--- src/rtl/mac_round_sat_if.sv ---
// Term/result bus for the rounding, saturating MAC.
// The master drives the operands and controls; the slave returns the scaled result.
interface mac_round_sat_if #(
  parameter int unsigned IN_WIDTH    = 16,
  parameter int unsigned OUT_WIDTH   = 16,
  parameter int unsigned SHIFT_WIDTH = 6
);
  logic                   enable;
  logic                   clear;
  logic                   dump;
  logic [IN_WIDTH-1:0]    x;
  logic [IN_WIDTH-1:0]    y;
  logic [SHIFT_WIDTH-1:0] shift;
  logic [OUT_WIDTH-1:0]   z;
  logic                   z_valid;
  logic                   sat;

  modport master (
    output enable, clear, dump, x, y, shift,
    input  z, z_valid, sat
  );

  modport slave (
    input  enable, clear, dump, x, y, shift,
    output z, z_valid, sat
  );
endinterface

--- src/rtl/mac_round_sat.sv ---
// Three-stage signed multiply-accumulate with run-time shift, round-half-up and
// saturation to OUT_WIDTH; back-to-back sums need no idle cycle.
module mac_round_sat #(
  parameter int unsigned IN_WIDTH    = 16,
  parameter int unsigned ACC_WIDTH   = 40,
  parameter int unsigned OUT_WIDTH   = 16,
  parameter int unsigned SHIFT_WIDTH = 6,
  parameter int unsigned MAX_SHIFT   = 24
) (
  input logic            clk,
  input logic            rst_n,
  mac_round_sat_if.slave bus
);
  localparam int unsigned PW = 2 * IN_WIDTH;
  localparam int unsigned EW = ACC_WIDTH + 1;
  localparam logic [SHIFT_WIDTH-1:0] SHIFT_CAP = SHIFT_WIDTH'(MAX_SHIFT);
  localparam logic signed [EW-1:0] MAX_POS =
    {{(EW-OUT_WIDTH+1){1'b0}}, {(OUT_WIDTH-1){1'b1}}};
  localparam logic signed [EW-1:0] MIN_NEG =
    {{(EW-OUT_WIDTH+1){1'b1}}, {(OUT_WIDTH-1){1'b0}}};

  logic signed [PW-1:0]        x_ext;
  logic signed [PW-1:0]        y_ext;
  logic signed [PW-1:0]        product;
  logic                        p_en;
  logic                        p_clr;
  logic                        p_dmp;
  logic signed [ACC_WIDTH-1:0] prod_ext;
  logic signed [ACC_WIDTH-1:0] acc;
  logic signed [ACC_WIDTH-1:0] acc_next;
  logic signed [ACC_WIDTH-1:0] a_sum;
  logic                        a_dmp;
  logic [SHIFT_WIDTH-1:0]      s;
  logic signed [EW-1:0]        sum_ext;
  logic signed [EW-1:0]        half;
  logic signed [EW-1:0]        rounded;
  logic signed [EW-1:0]        scaled;
  logic                        sat_hi;
  logic                        sat_lo;
  logic [OUT_WIDTH-1:0]        z_next;

  assign x_ext = PW'($signed(bus.x));
  assign y_ext = PW'($signed(bus.y));

  // Stage 1: product and qualified controls
  always_ff @(posedge clk or negedge rst_n) begin
    if (!rst_n) begin
      product <= '0;
      p_en    <= 1'b0;
      p_clr   <= 1'b0;
      p_dmp   <= 1'b0;
    end else begin
      product <= x_ext * y_ext;
      p_en    <= bus.enable;
      p_clr   <= bus.enable & bus.clear;
      p_dmp   <= bus.enable & bus.dump;
    end
  end

  // Clearing term restarts the sum from its own product, so back-to-back sums stay separate
  always_comb begin
    prod_ext = ACC_WIDTH'(product);
    acc_next = (p_clr ? '0 : acc) + prod_ext;
  end

  // Stage 2: wrapping accumulator plus a snapshot for the output stage
  always_ff @(posedge clk or negedge rst_n) begin
    if (!rst_n) begin
      acc   <= '0;
      a_sum <= '0;
      a_dmp <= 1'b0;
    end else begin
      if (p_en) begin
        acc <= acc_next;
      end
      a_sum <= p_en ? acc_next : acc;
      a_dmp <= p_dmp;
    end
  end

  // One extra bit keeps the rounding add from overflowing before the shift
  always_comb begin
    s       = (bus.shift > SHIFT_CAP) ? SHIFT_CAP : bus.shift;
    sum_ext = EW'(a_sum);
    half    = '0;
    if (s != '0) begin
      half = EW'(1) << (s - SHIFT_WIDTH'(1));
    end
    rounded = sum_ext + half;
    scaled  = rounded >>> s;
    sat_hi  = scaled > MAX_POS;
    sat_lo  = scaled < MIN_NEG;
    z_next  = scaled[OUT_WIDTH-1:0];
    if (sat_hi) begin
      z_next = MAX_POS[OUT_WIDTH-1:0];
    end else if (sat_lo) begin
      z_next = MIN_NEG[OUT_WIDTH-1:0];
    end
  end

  // Stage 3: result and sat held between dumps, valid pulses once
  always_ff @(posedge clk or negedge rst_n) begin
    if (!rst_n) begin
      bus.z       <= '0;
      bus.sat     <= 1'b0;
      bus.z_valid <= 1'b0;
    end else begin
      bus.z_valid <= a_dmp;
      if (a_dmp) begin
        bus.z   <= z_next;
        bus.sat <= sat_hi | sat_lo;
      end
    end
  end
endmodule

--- src/flat_wrapper.sv ---
// flat-port wrapper written by rule: the top's interface ports become plain ports
module mac_round_sat_flat 
#(
  parameter int unsigned IN_WIDTH    = 16,
  parameter int unsigned ACC_WIDTH   = 40,
  parameter int unsigned OUT_WIDTH   = 16,
  parameter int unsigned SHIFT_WIDTH = 6,
  parameter int unsigned MAX_SHIFT   = 24
)
  (clk, rst_n, bus_enable, bus_clear, bus_dump, bus_x, bus_y, bus_shift, bus_z, bus_z_valid, bus_sat);
  mac_round_sat_if #(.IN_WIDTH(IN_WIDTH), .OUT_WIDTH(OUT_WIDTH), .SHIFT_WIDTH(SHIFT_WIDTH)) bus_i ();
  input logic clk;
  input logic rst_n;
  input wire logic [$bits(bus_i.enable)-1:0] bus_enable;
  input wire logic [$bits(bus_i.clear)-1:0] bus_clear;
  input wire logic [$bits(bus_i.dump)-1:0] bus_dump;
  input wire logic [$bits(bus_i.x)-1:0] bus_x;
  input wire logic [$bits(bus_i.y)-1:0] bus_y;
  input wire logic [$bits(bus_i.shift)-1:0] bus_shift;
  output wire logic [$bits(bus_i.z)-1:0] bus_z;
  output wire logic [$bits(bus_i.z_valid)-1:0] bus_z_valid;
  output wire logic [$bits(bus_i.sat)-1:0] bus_sat;
  assign bus_i.enable = bus_enable;
  assign bus_i.clear = bus_clear;
  assign bus_i.dump = bus_dump;
  assign bus_i.x = bus_x;
  assign bus_i.y = bus_y;
  assign bus_i.shift = bus_shift;
  assign bus_z = bus_i.z;
  assign bus_z_valid = bus_i.z_valid;
  assign bus_sat = bus_i.sat;
  mac_round_sat #(.IN_WIDTH(IN_WIDTH), .ACC_WIDTH(ACC_WIDTH), .OUT_WIDTH(OUT_WIDTH), .SHIFT_WIDTH(SHIFT_WIDTH), .MAX_SHIFT(MAX_SHIFT)) u_core (.clk(clk), .rst_n(rst_n), .bus(bus_i));
endmodule
--- config.mk ---
export PLATFORM = sky130hd
export DESIGN_NAME = mac_round_sat_flat
export DESIGN_NICKNAME = d
export VERILOG_FILES = /design/src/rtl/mac_round_sat_if.sv /design/src/rtl/mac_round_sat.sv /design/src/flat_wrapper.sv
export SDC_FILE = /design/constraint.sdc
export NUM_CORES = 1
export LEC_CHECK = 0
export CAP_MARGIN = 0
export CELL_PAD_IN_SITES_DETAIL_PLACEMENT = 1
export CELL_PAD_IN_SITES_GLOBAL_PLACEMENT = 1
export CORE_UTILIZATION = 35
export DETAILED_ROUTE_END_ITERATION = 6
export GPL_ROUTABILITY_DRIVEN = 0
export PLACE_DENSITY = 0.71
export SETUP_SLACK_MARGIN = 0.05
export SYNTH_ARGS = -nofsm -noshare
export SYNTH_HDL_FRONTEND = slang
export SYNTH_SLANG_ARGS = --single-unit
--- constraint.sdc ---
create_clock -name clk -period 5.38 [get_ports clk]
set_clock_uncertainty 0.2 [all_clocks]
set_input_delay 0.538 -clock clk [delete_from_list [all_inputs] [get_ports clk]]
set_output_delay 0.538 -clock clk [all_outputs]
set_load 0.02 [all_outputs]
==> impl_metrics.json <==
{
  "status": "finished with violations",
  "violations": "setup timing",
  "cp_top_family": "adder cells",
  "cts_tree": "built",
  "area_growth_pct": 33.6,
  "synth_top_area_share_pct": 25.6,
  "wirelength_um": 77300,
  "fmax_mhz": 166,
  "final.setup.tns_ps": -12970,
  "arrival_ps": 6120,
  "initial_core_util_pct": 35.6,
  "grt_max_degree": 69,
  "clock_path_buffers": 2,
  "cp-start-kind": "input port",
  "vias": 20248,
  "grt_pass1_vias": 22615,
  "fin_crit_sh_pct": 112,
  "syn_area_per_cell_um2": 8.45,
  "worst_hold_path_type": "in2async",
  "ioPinCount": 61,
  "syn_inst": 2448,
  "port_buffers": 60,
  "yosysUniqueCellTypes": 94,
  "overflow": 0,
  "critPathMaxFanout": 5,
  "synth_seq_area_share_pct": 11.4,
  "cpPeakStageDelay_ps": 540,
  "relSlewSlack_pct": 32.4,
  "dieHeight_um": 245,
  "clk_latency_ps": 380,
  "ys.flop_type": "dfrtp_1",
  "crit_path_top_delay_cell": "fa_1",
  "ys_async_sr_fraction_pct": 100,
  "cap_violations": 0,
  "dr.pass1.iters": 5,
  "yosysTopAreaCell": "fa_1",
  "antennaDiodeCount": 0,
  "num_rows": 88,
  "synth-edff-count": 0,
  "setup_violations": 29,
  "fp.dieW_um": 245,
  "crit_chain": "buf_6 > nand2_4 > fa_1 > inv_2 > fa_1 > inv_2 > fa_1 > fa_1 > inv_1 > fa_1 > fa_1 > ha_4 > and2_4 > a31o_4 > a41o_1 > o211ai_1 > a31oi_2 > a41oi_2 > a211oi_2 > a211o_1 > a21oi_2 > xnor2_1",
  "antenna_found_initial": 1,
  "drtIter0Drc": 925,
  "root_buffer": "clkbuf_16",
  "critPathCaptureType": "flop",
  "route.detailed.drc": 0,
  "fin_util_pct": 47.6,
  "yosysMostFrequentCell": "inv_1",
  "clk_pin_slew_ps": 70,
  "slew_violations": 0,
  "nets": 3406,
  "netlist_area_um2": 20700,
  "core_um2": 58000,
  "required_ps": 5470,
  "cpMostUsedCell": "fa_1",
  "die-area_um2": 60100,
  "finalHoldViolCount": 0,
  "rsz0062_at_grt": "yes",
  "vias_per_cell": 5.46,
  "htree_levels": 3,
  "globalRouteTotalUtil_pct": 25.1,
  "drive_above_1_share_pct": 30.3,
  "cts_buffers": 9,
  "synthTopCellsByCount": "inv_1 (326), fa_1 (264), nand2_1 (261)",
  "cts_sinks": 94,
  "pre_cts_ws_ps": -1580,
  "worst_pin_slew_ps": 1010,
  "hold-worst-slack_ps": 54.1,
  "grt_pass1_wl_um": 120000,
  "yosys_warnings": 0,
  "path_buf_inv": 4,
  "ys_seq_elements": 94,
  "hpwlAfterDp_um": 60900,
  "path_class": "in2reg",
  "post_drt_wl_per_cell_um": 20.9,
  "setup_ws_ps": -648,
  "ant_nets": 0,
  "timing.final.crit_period_ps": 6030,
  "synth_area_leaders": "fa_1 (26%), dfrtp_1 (11%), ha_1 (9.7%), inv_1 (5.9%), nand2_1 (4.7%)"
}
[state kept, by name, indices dropped and copies added, names as in the netlist]
| name | count |
|---|---|
| u_core.a_dmp | 1 |
| u_core.p_clr | 1 |
| u_core.bus.sat | 1 |
| u_core.acc | 40 |
| u_core.product | 32 |
| u_core.bus.z | 16 |
| u_core.p_dmp | 1 |
| u_core.p_en | 1 |
| u_core.bus.z_valid | 1 |
[layout make-up]
class | count | area (µm²)
fillers | 6779 | 30400
flip-flops and latches | 94 | 2350
well taps | 765 | 957
clock inverters | 6 | 77.6
clock buffers | 10 | 229
repair buffers | 577 | 4750
inverters | 327 | 1240
multi-input cells | 1929 | 18000
[per-layer routing]
layer | vias to the layer above | routed length (µm) | track usage, %
met3 | 188 | 2400 | 2.27
met4 | 0 | 3470 | 10.1
met5 | - | 0 | 0
met2 | 514 | 39600 | 45.6
met1 | 10328 | 31800 | 30.1
li1 | 9218 | - | -
[metrics by stage]
| step | std cells | instance area, µm² |
|---|---|---|
| 2_1_floorplan | 2463 | 21300 |
| 3_3_place_gp | 3621 | 25500 |
| 3_5_place_dp | 3621 | 25500 |
| 4_1_cts | 3676 | 26700 |
| 5_1_grt | 3708 | 27600 |
| 6_report | 3708 | 27600 |
[final timing paths]
kind / from / endpoint / slack [ps] / cells after the start
max: bus_x[7] / u_core.product[28] / -650 / 22
min: rst_n / u_core.bus.z[9] / 50 / 1
max reg2reg: u_core.acc[0] / u_core.bus.z[5] / 20 / 21
min reg2reg: u_core.p_dmp / u_core.a_dmp / 150 / 0
max in group asynchronous: rst_n / u_core.acc[14] / 3930 / 2
min in group clk: u_core.p_dmp / u_core.a_dmp / 150 / 0
[worst reg2reg max path: stages (launching register included)]
cell and delay, ps:
dfrtp_1 420, ha_2 230, inv_2 40, fa_2 330, nand2b_4 150, a21o_4 230, a2111o_1 500, a211oi_2 250
buf_4 180, nor2_4 50, xor2_1 230, buf_4 190, a22o_1 140, nor3_1 70, buf_4 150, a21oi_1 300
o22a_1 280, nand4b_1 120, or4_4 580, o211ai_4 260, buf_6 190, o221ai_2 100
[cells in the final DEF, fill, tap and decap left out, drive strengths merged, types with 22 or more instances in the layout]
cell and instances:
a21o 42, xnor2 78, and3 26, a211oi 28, nor2b 50, buf 535
and2 124, clkbuf 23, nor3 43, mux2 40, o211ai 29, xor2 23
mux2i 31, fa 264, clkdlybuf4s50 22, nor2 135, nand3 41, nand2 261
ha 161, nand2b 33, dfrtp 94, a21oi 137, o21ai 83, inv 330
[logic make-up after synthesis]
logic type	share of synthesized area [%]
AND/OR/NAND/NOR	19.4
AO/OA/AOI/OAI	17.4
buffers and inverters	8.10
adder cells (fa/ha/maj)	35.3
XOR/XNOR	4.28
flip-flops	11.4
multiplexers	4.11
other	0.0181
[timing repair]
action,4_1_cts,5_1_grt
resized for setup,239,229
pin swaps,78,137
setup endpoints to repair,36,34
buffers inserted,39,43
hold buffers,0,0
cloned,2,1
Power is not shown: default switching activity piles up to over one toggle a cycle in this logic, so the estimate is an artifact.
